### src/rtl/dac_source_sequencer_pkg.sv
// Shared types and constants for the DAC source sequencer and its select debouncer.
package dac_source_sequencer_pkg;

  localparam int unsigned NUM_SRC    = 4;
  localparam int unsigned SEL_W      = 2;
  localparam int unsigned AST_ERR_W  = 2;
  localparam int unsigned DEF_DATA_W = 12;

  localparam logic [11:0] MIDSCALE = 12'h800;

  typedef enum logic {
    RUN  = 1'b0,
    MUTE = 1'b1
  } seq_state_e;

endpackage

### src/rtl/dac_source_sequencer_select_debouncer.sv
// Two-flop synchronizer plus stable-count debouncer for the slide-switch select.
// Raises a one-cycle change pulse when a newly accepted value differs from the last one.
module select_debouncer #(
  parameter int unsigned WIDTH           = 2,
  parameter int unsigned DEBOUNCE_CYCLES = 200000
) (
  input  logic             clk,
  input  logic             reset,
  input  logic [WIDTH-1:0] raw,
  output logic [WIDTH-1:0] value,
  output logic             change
);

  localparam int unsigned CNT_W = (DEBOUNCE_CYCLES < 2) ? 1 : $clog2(DEBOUNCE_CYCLES);
  localparam logic [CNT_W-1:0] CNT_LAST = CNT_W'(DEBOUNCE_CYCLES - 1);

  logic [WIDTH-1:0] sync_q1;
  logic [WIDTH-1:0] sync_q2;
  logic [WIDTH-1:0] cand_q;
  logic [CNT_W-1:0] cnt_q;
  logic             stable_c;

  // Candidate has matched the synchronized input for DEBOUNCE_CYCLES cycles.
  assign stable_c = (sync_q2 == cand_q) && (cnt_q == CNT_LAST);

  always_ff @(posedge clk) begin
    if (reset) begin
      sync_q1 <= '0;
      sync_q2 <= '0;
      cand_q  <= '0;
      cnt_q   <= '0;
      value   <= '0;
      change  <= 1'b0;
    end else begin
      sync_q1 <= raw;
      sync_q2 <= sync_q1;
      change  <= 1'b0;
      if (sync_q2 != cand_q) begin
        cand_q <= sync_q2;
        cnt_q  <= '0;
      end else if (stable_c) begin
        value  <= cand_q;
        change <= (cand_q != value);
      end else begin
        cnt_q <= cnt_q + CNT_W'(1);
      end
    end
  end

endmodule

### src/rtl/dac_source_sequencer.sv
// Selects one of four Avalon-ST sample streams for the serial DAC, inserting a
// midscale gap on every source change and substituting last-good data for errored samples.
module dac_source_sequencer
  import dac_source_sequencer_pkg::*;
#(
  parameter int unsigned DATA_W          = DEF_DATA_W,
  parameter int unsigned DEBOUNCE_CYCLES = 200000,
  parameter int unsigned MUTE_SAMPLES    = 64,
  parameter int unsigned ERR_CNT_W       = 8
) (
  input  logic                 clk,
  input  logic                 reset,
  input  logic [SEL_W-1:0]     select,
  input  logic [DATA_W-1:0]    sink_data_0,
  input  logic [DATA_W-1:0]    sink_data_1,
  input  logic [DATA_W-1:0]    sink_data_2,
  input  logic [DATA_W-1:0]    sink_data_3,
  input  logic                 sink_valid_0,
  input  logic                 sink_valid_1,
  input  logic                 sink_valid_2,
  input  logic                 sink_valid_3,
  input  logic [AST_ERR_W-1:0] sink_error_0,
  input  logic [AST_ERR_W-1:0] sink_error_1,
  input  logic [AST_ERR_W-1:0] sink_error_2,
  input  logic [AST_ERR_W-1:0] sink_error_3,
  output logic [DATA_W-1:0]    source_data,
  output logic                 source_valid,
  output logic [AST_ERR_W-1:0] source_error,
  output logic [SEL_W-1:0]     active_sel,
  output logic                 muting,
  output logic [ERR_CNT_W-1:0] err_count
);

  localparam int unsigned MUTE_W = (MUTE_SAMPLES < 2) ? 1 : $clog2(MUTE_SAMPLES + 1);
  localparam logic [MUTE_W-1:0] MUTE_LOAD = MUTE_W'(MUTE_SAMPLES);
  localparam logic [DATA_W-1:0] MID = {1'b1, {(DATA_W-1){1'b0}}};

  logic [DATA_W-1:0]    sink_data_a  [NUM_SRC];
  logic                 sink_valid_a [NUM_SRC];
  logic [AST_ERR_W-1:0] sink_error_a [NUM_SRC];

  assign sink_data_a[0]  = sink_data_0;
  assign sink_data_a[1]  = sink_data_1;
  assign sink_data_a[2]  = sink_data_2;
  assign sink_data_a[3]  = sink_data_3;
  assign sink_valid_a[0] = sink_valid_0;
  assign sink_valid_a[1] = sink_valid_1;
  assign sink_valid_a[2] = sink_valid_2;
  assign sink_valid_a[3] = sink_valid_3;
  assign sink_error_a[0] = sink_error_0;
  assign sink_error_a[1] = sink_error_1;
  assign sink_error_a[2] = sink_error_2;
  assign sink_error_a[3] = sink_error_3;

  logic [SEL_W-1:0] deb_sel;
  logic             deb_change;

  select_debouncer #(
    .WIDTH           (SEL_W),
    .DEBOUNCE_CYCLES (DEBOUNCE_CYCLES)
  ) u_select_debouncer (
    .clk    (clk),
    .reset  (reset),
    .raw    (select),
    .value  (deb_sel),
    .change (deb_change)
  );

  seq_state_e           state_q,     state_d;
  logic [MUTE_W-1:0]    mute_cnt_q,  mute_cnt_d;
  logic [DATA_W-1:0]    last_good_q, last_good_d;
  logic [DATA_W-1:0]    data_d;
  logic                 valid_d;
  logic [SEL_W-1:0]     active_sel_d;
  logic                 muting_d;
  logic [ERR_CNT_W-1:0] err_count_d;

  logic [DATA_W-1:0]    sel_data;
  logic                 sel_valid;
  logic [AST_ERR_W-1:0] sel_error;

  assign sel_data     = sink_data_a[active_sel];
  assign sel_valid    = sink_valid_a[active_sel];
  assign sel_error    = sink_error_a[active_sel];
  assign source_error = '0;

  // Sample handling under the current channel/state; a change pulse then overrides next-state.
  always_comb begin
    state_d      = state_q;
    mute_cnt_d   = mute_cnt_q;
    last_good_d  = last_good_q;
    data_d       = source_data;
    valid_d      = 1'b0;
    active_sel_d = active_sel;
    muting_d     = muting;
    err_count_d  = err_count;

    if (sel_valid) begin
      valid_d = 1'b1;
      if ((sel_error != '0) && (err_count != '1)) begin
        err_count_d = err_count + ERR_CNT_W'(1);
      end
      unique case (state_q)
        RUN: begin
          if (sel_error == '0) begin
            data_d      = sel_data;
            last_good_d = sel_data;
          end else begin
            data_d = last_good_q;
          end
        end
        MUTE: begin
          data_d = MID;
          if (mute_cnt_q <= MUTE_W'(1)) begin
            state_d  = RUN;
            muting_d = 1'b0;
          end else begin
            mute_cnt_d = mute_cnt_q - MUTE_W'(1);
          end
        end
        default: state_d = RUN;
      endcase
    end

    if (deb_change) begin
      active_sel_d = deb_sel;
      last_good_d  = MID;
      if (MUTE_SAMPLES > 0) begin
        state_d    = MUTE;
        mute_cnt_d = MUTE_LOAD;
        muting_d   = 1'b1;
      end else begin
        state_d  = RUN;
        muting_d = 1'b0;
      end
    end
  end

  always_ff @(posedge clk) begin
    if (reset) begin
      state_q      <= RUN;
      mute_cnt_q   <= '0;
      last_good_q  <= MID;
      source_data  <= MID;
      source_valid <= 1'b0;
      active_sel   <= '0;
      muting       <= 1'b0;
      err_count    <= '0;
    end else begin
      state_q      <= state_d;
      mute_cnt_q   <= mute_cnt_d;
      last_good_q  <= last_good_d;
      source_data  <= data_d;
      source_valid <= valid_d;
      active_sel   <= active_sel_d;
      muting       <= muting_d;
      err_count    <= err_count_d;
    end
  end

endmodule

### config.mk
export PLATFORM = sky130hd
export DESIGN_NAME = dac_source_sequencer
export DESIGN_NICKNAME = d
export VERILOG_FILES = /design/src/rtl/dac_source_sequencer_pkg.sv /design/src/rtl/dac_source_sequencer_select_debouncer.sv /design/src/rtl/dac_source_sequencer.sv
export SDC_FILE = /design/constraint.sdc
export NUM_CORES = 1
export LEC_CHECK = 0
export ABC_CLOCK_PERIOD_IN_PS = 2500
export CAP_MARGIN = 20
export CORE_MARGIN = 2
export CORE_UTILIZATION = 40
export CTS_CLUSTER_SIZE = 10
export DETAILED_ROUTE_END_ITERATION = 10
export PLACE_DENSITY = 0.65
export SETUP_SLACK_MARGIN = 0.4
export SLEW_MARGIN = 20
export SYNTH_ARGS = -nofsm -noshare
export SYNTH_HDL_FRONTEND = slang
export SYNTH_SLANG_ARGS = --single-unit
export TNS_END_PERCENT = 30
### constraint.sdc
create_clock -name clk -period 2.5 [get_ports clk]
set_clock_uncertainty 0.05 [all_clocks]
set_input_delay 0.5 -clock clk [delete_from_list [all_inputs] [get_ports clk]]
set_output_delay 0.5 -clock clk [all_outputs]
set_load 0.005 [all_outputs]
==> impl_metrics.py <==
metrics = {
    "clock_network": {
        "clock_latency_ps": 340,
        "htreeDepth": 3,
        "clock_sinks": 71,
        "clk_pin_slew_ps": 80,
        "cts-root-buf": "clkbuf_8",
        "cts_max_path_buffers": 2,
        "cts_tree": "built",
        "cts_buffers": 9,
    },
    "critical_path": {
        "crit_fanout": 7,
        "path_class": "input pin to flip-flop",
        "arrival_ps": 2310,
        "cp.buffers_inverters": 1,
        "worst_setup_path_start_kind": "input pin",
        "worst_setup_path_end_kind": "flip-flop",
        "cpMaxStageDelayCell": "or4_4",
        "cp.required_ps": 2730,
        "critPathMaxStageDelay_ps": 570,
        "cpLargestDelayFamily": "simple AND/OR/NAND/NOR gates",
        "cp_cell_sequence": "clkdlybuf4s50_1, nor4b_4, or4_4, or4_1, a21oi_1",
    },
    "cells_and_area": {
        "fillers": 826,
        "ff_latch_area_sq_um": 1420,
        "multi_input_area_sq_um": 2030,
        "drive_above_1_share_pct": 11.2,
        "antenna_cells": 0,
        "mostFrequentLayoutCells": "87 x clkdlybuf4s50_1, 69 x dfxtp_1, 37 x a21oi_1, 26 x nand2_1",
        "area_growth_pct": 35.2,
        "final_core_util_pct": 55.6,
        "final_common_cell": "clkdlybuf4s50_1",
        "stdcell_count": 591,
        "fin_nets": 546,
    },
    "synthesis": {
        "synth_async_sr_flop_share_pct": 0,
        "ys.warnings.count": 0,
        "synth_flop_cell": "dfxtp_1",
        "synth_top_cells_by_area": "dfxtp_1 40%, mux4_2 8.2%, a21oi_1 5.2%",
        "netlist_area_sq_um": 3570,
        "synth-seq-cells": 71,
        "synth_top_area_share_pct": 39.9,
        "synth_edf_count": 0,
        "synth_cell_types": 49,
        "yosys.area.top_type": "dfxtp_1",
        "synth.avg_cell_area_sq_um": 9.07,
        "yosysSeqAreaShare_pct": 39.9,
        "synth_cells": 393,
    },
    "placed_design": {
        "dp_cells": 574,
        "io_buffers": 87,
        "dp_hpwl_um": 6490,
        "place_congestion": 0.820,
    },
    "power_and_ir_drop": {
        "p_total_mw": 2.46,
        "leakagePower_nw": 1.61,
        "ir_drop_mv": 0.221,
        "p_per_area_nw_per_um2": 511,
    },
    "die": {
        "die_w_um": 98.4,
        "coreArea_sq_um": 8680,
        "fp.dieH_um": 98.4,
        "fp-row-count": 34,
        "fp.dieArea_sq_um": 9690,
        "initial_core_util_pct": 41.1,
        "ios": 90,
    },
    "global_route": {
        "grt_pass1_wl_um": 14500,
        "grt.total_usage_pct": 18.2,
        "grt_antenna_before_repair": 0,
        "grt_pass1_vias": 3074,
        "overflow": 0,
        "grt_max_degree": 24,
    },
    "worst_hold_path": {
        "min_path_type": "flip-flop to flip-flop",
    },
    "drt": {
        "drc": 0,
        "viasPerCell": 5.46,
        "drt_iter0_drc": 99,
        "wirelength_um": 8820,
        "dr_total_vias": 3225,
        "detail-route-antenna-nets": 0,
        "wl_per_cell_um": 14.9,
        "dr.pass1.iters": 4,
    },
    "sta": {
        "layout_min_cycle_time_ps": 2080,
        "final-hold-violation-count": 0,
        "period_share_pct": 83.3,
        "max_freq_mhz": 480,
        "drv_slew": 0,
        "setup_viol": 0,
        "worst_pin_slew_ps": 578,
        "slew_headroom_pct": 61.5,
        "rsz0062_at_grt": "true",
        "setup_tns_ps": 0,
    },
    "run": {
        "cap_violations": 0,
    },
    "run_status": {
        "status": "finished, final reports clean",
    },
}
## synthesized netlist by cell type, drive strengths merged, types with 2 or more instances
master	number
a211oi	3
a21oi	37
a31o	2
and2	6
and3	5
and4	3
buf	9
clkbuf	21
dfxtp	71
ha	4
inv	7
mux2i	16
mux4	13
nand2	26
nand2b	4
nand3	25
nand4	10
nand4b	2
nor2	20
nor2b	9
nor3	7
nor4	3
nor4b	3
nor4bb	3
o21ai	35
o31ai	7
o41ai	2
or3	8
or4	8
or4b	2
xnor2	3
xor2	9
## kinds of logic (layout without fill, tap and decap cells)
group | count (synthesis) | after routing | synth area share, %
AOI/OAI and AO/OA | 92 | 92 | 14.7
xor gates and xnor gates | 12 | 12 | 2.95
adders and majority gates | 4 | 4 | 1.40
buffers and inverters | 37 | 125 | 4.70
DFF | 71 | 71 | 39.9
muxes | 30 | 30 | 13.0
other | 1 | 2 | 0.105
and+or+nand+nor | 146 | 147 | 23.3
## power breakdown
part	leakage, nW	internal, mW	switching, mW
logic	0.929	0.167	0.109
registers	0.577	1.16	0.0150
clock network	0.107	0.569	0.448
## flip-flops by register name (all words and copies together) (netlist names)
signal,flops
err_count,8
source_data,12
source_valid,1
active_sel,2
muting,1
state_q,1
last_good_q,12
u_select_debouncer.cnt_q,18
u_select_debouncer.cand_q,2
u_select_debouncer.sync_q2,2
mute_cnt_q,7
u_select_debouncer.change,1
u_select_debouncer.sync_q1,2
u_select_debouncer.value,2
## worst register-to-register path, cell delays in order (launching register included)
cell	delay, ps
dfxtp_2	440
buf_4	300
mux4_2	590
mux2_1	320
o32a_1	150
## area by class of cell
type | instances | area share, %
clock buffer | 10 | 2.65
multi-input combinational | 287 | 42.0
tap | 108 | 2.80
clock inverter | 6 | 1.95
timing repair buffer | 102 | 20.5
inverter | 7 | 0.545
sequential | 71 | 29.5
## layer usage
layer / part of all wire (%) / global-route usage [%] / vias up
li1: - / - / 1621
met1: 46 / 24.0 / 1519
met2: 48 / 30.5 / 83
met3: 5.6 / 4.11 / 2
met4: 0.35 / 4.74 / 0
met5: 0 / 0 / -
## repair_timing
action / in CTS / in global routing
gates resized for setup: 1 / 8
setup buffers: 0 / 0
endpoints found under the setup margin: 12 / 32
hold buffers: 0 / 0
cloned: 0 / 1
pin swaps: 1 / 1
## per-stage QoR
step	cell area, sq um	setup slack, ps	hold WS [ps]
finish	4820	417	399
global route	4820	356	424
CTS	4780	399	403
detailed placement	4550	-9.59	392
global placement	4550	19.1	382
floorplan	3570	499	364
## path summary, 6_finish.rpt
kind	startpoint	to	slack [ps]	cells after the start
min	source_data[1]	source_data[1]	400	2
max	sink_error_1[1]	err_count[7]	420	5
max reg2reg	active_sel[0]	source_data[11]	550	4
min reg2reg	source_data[1]	source_data[1]	400	2
No activity file was read; power rests on OpenSTA's default activity.
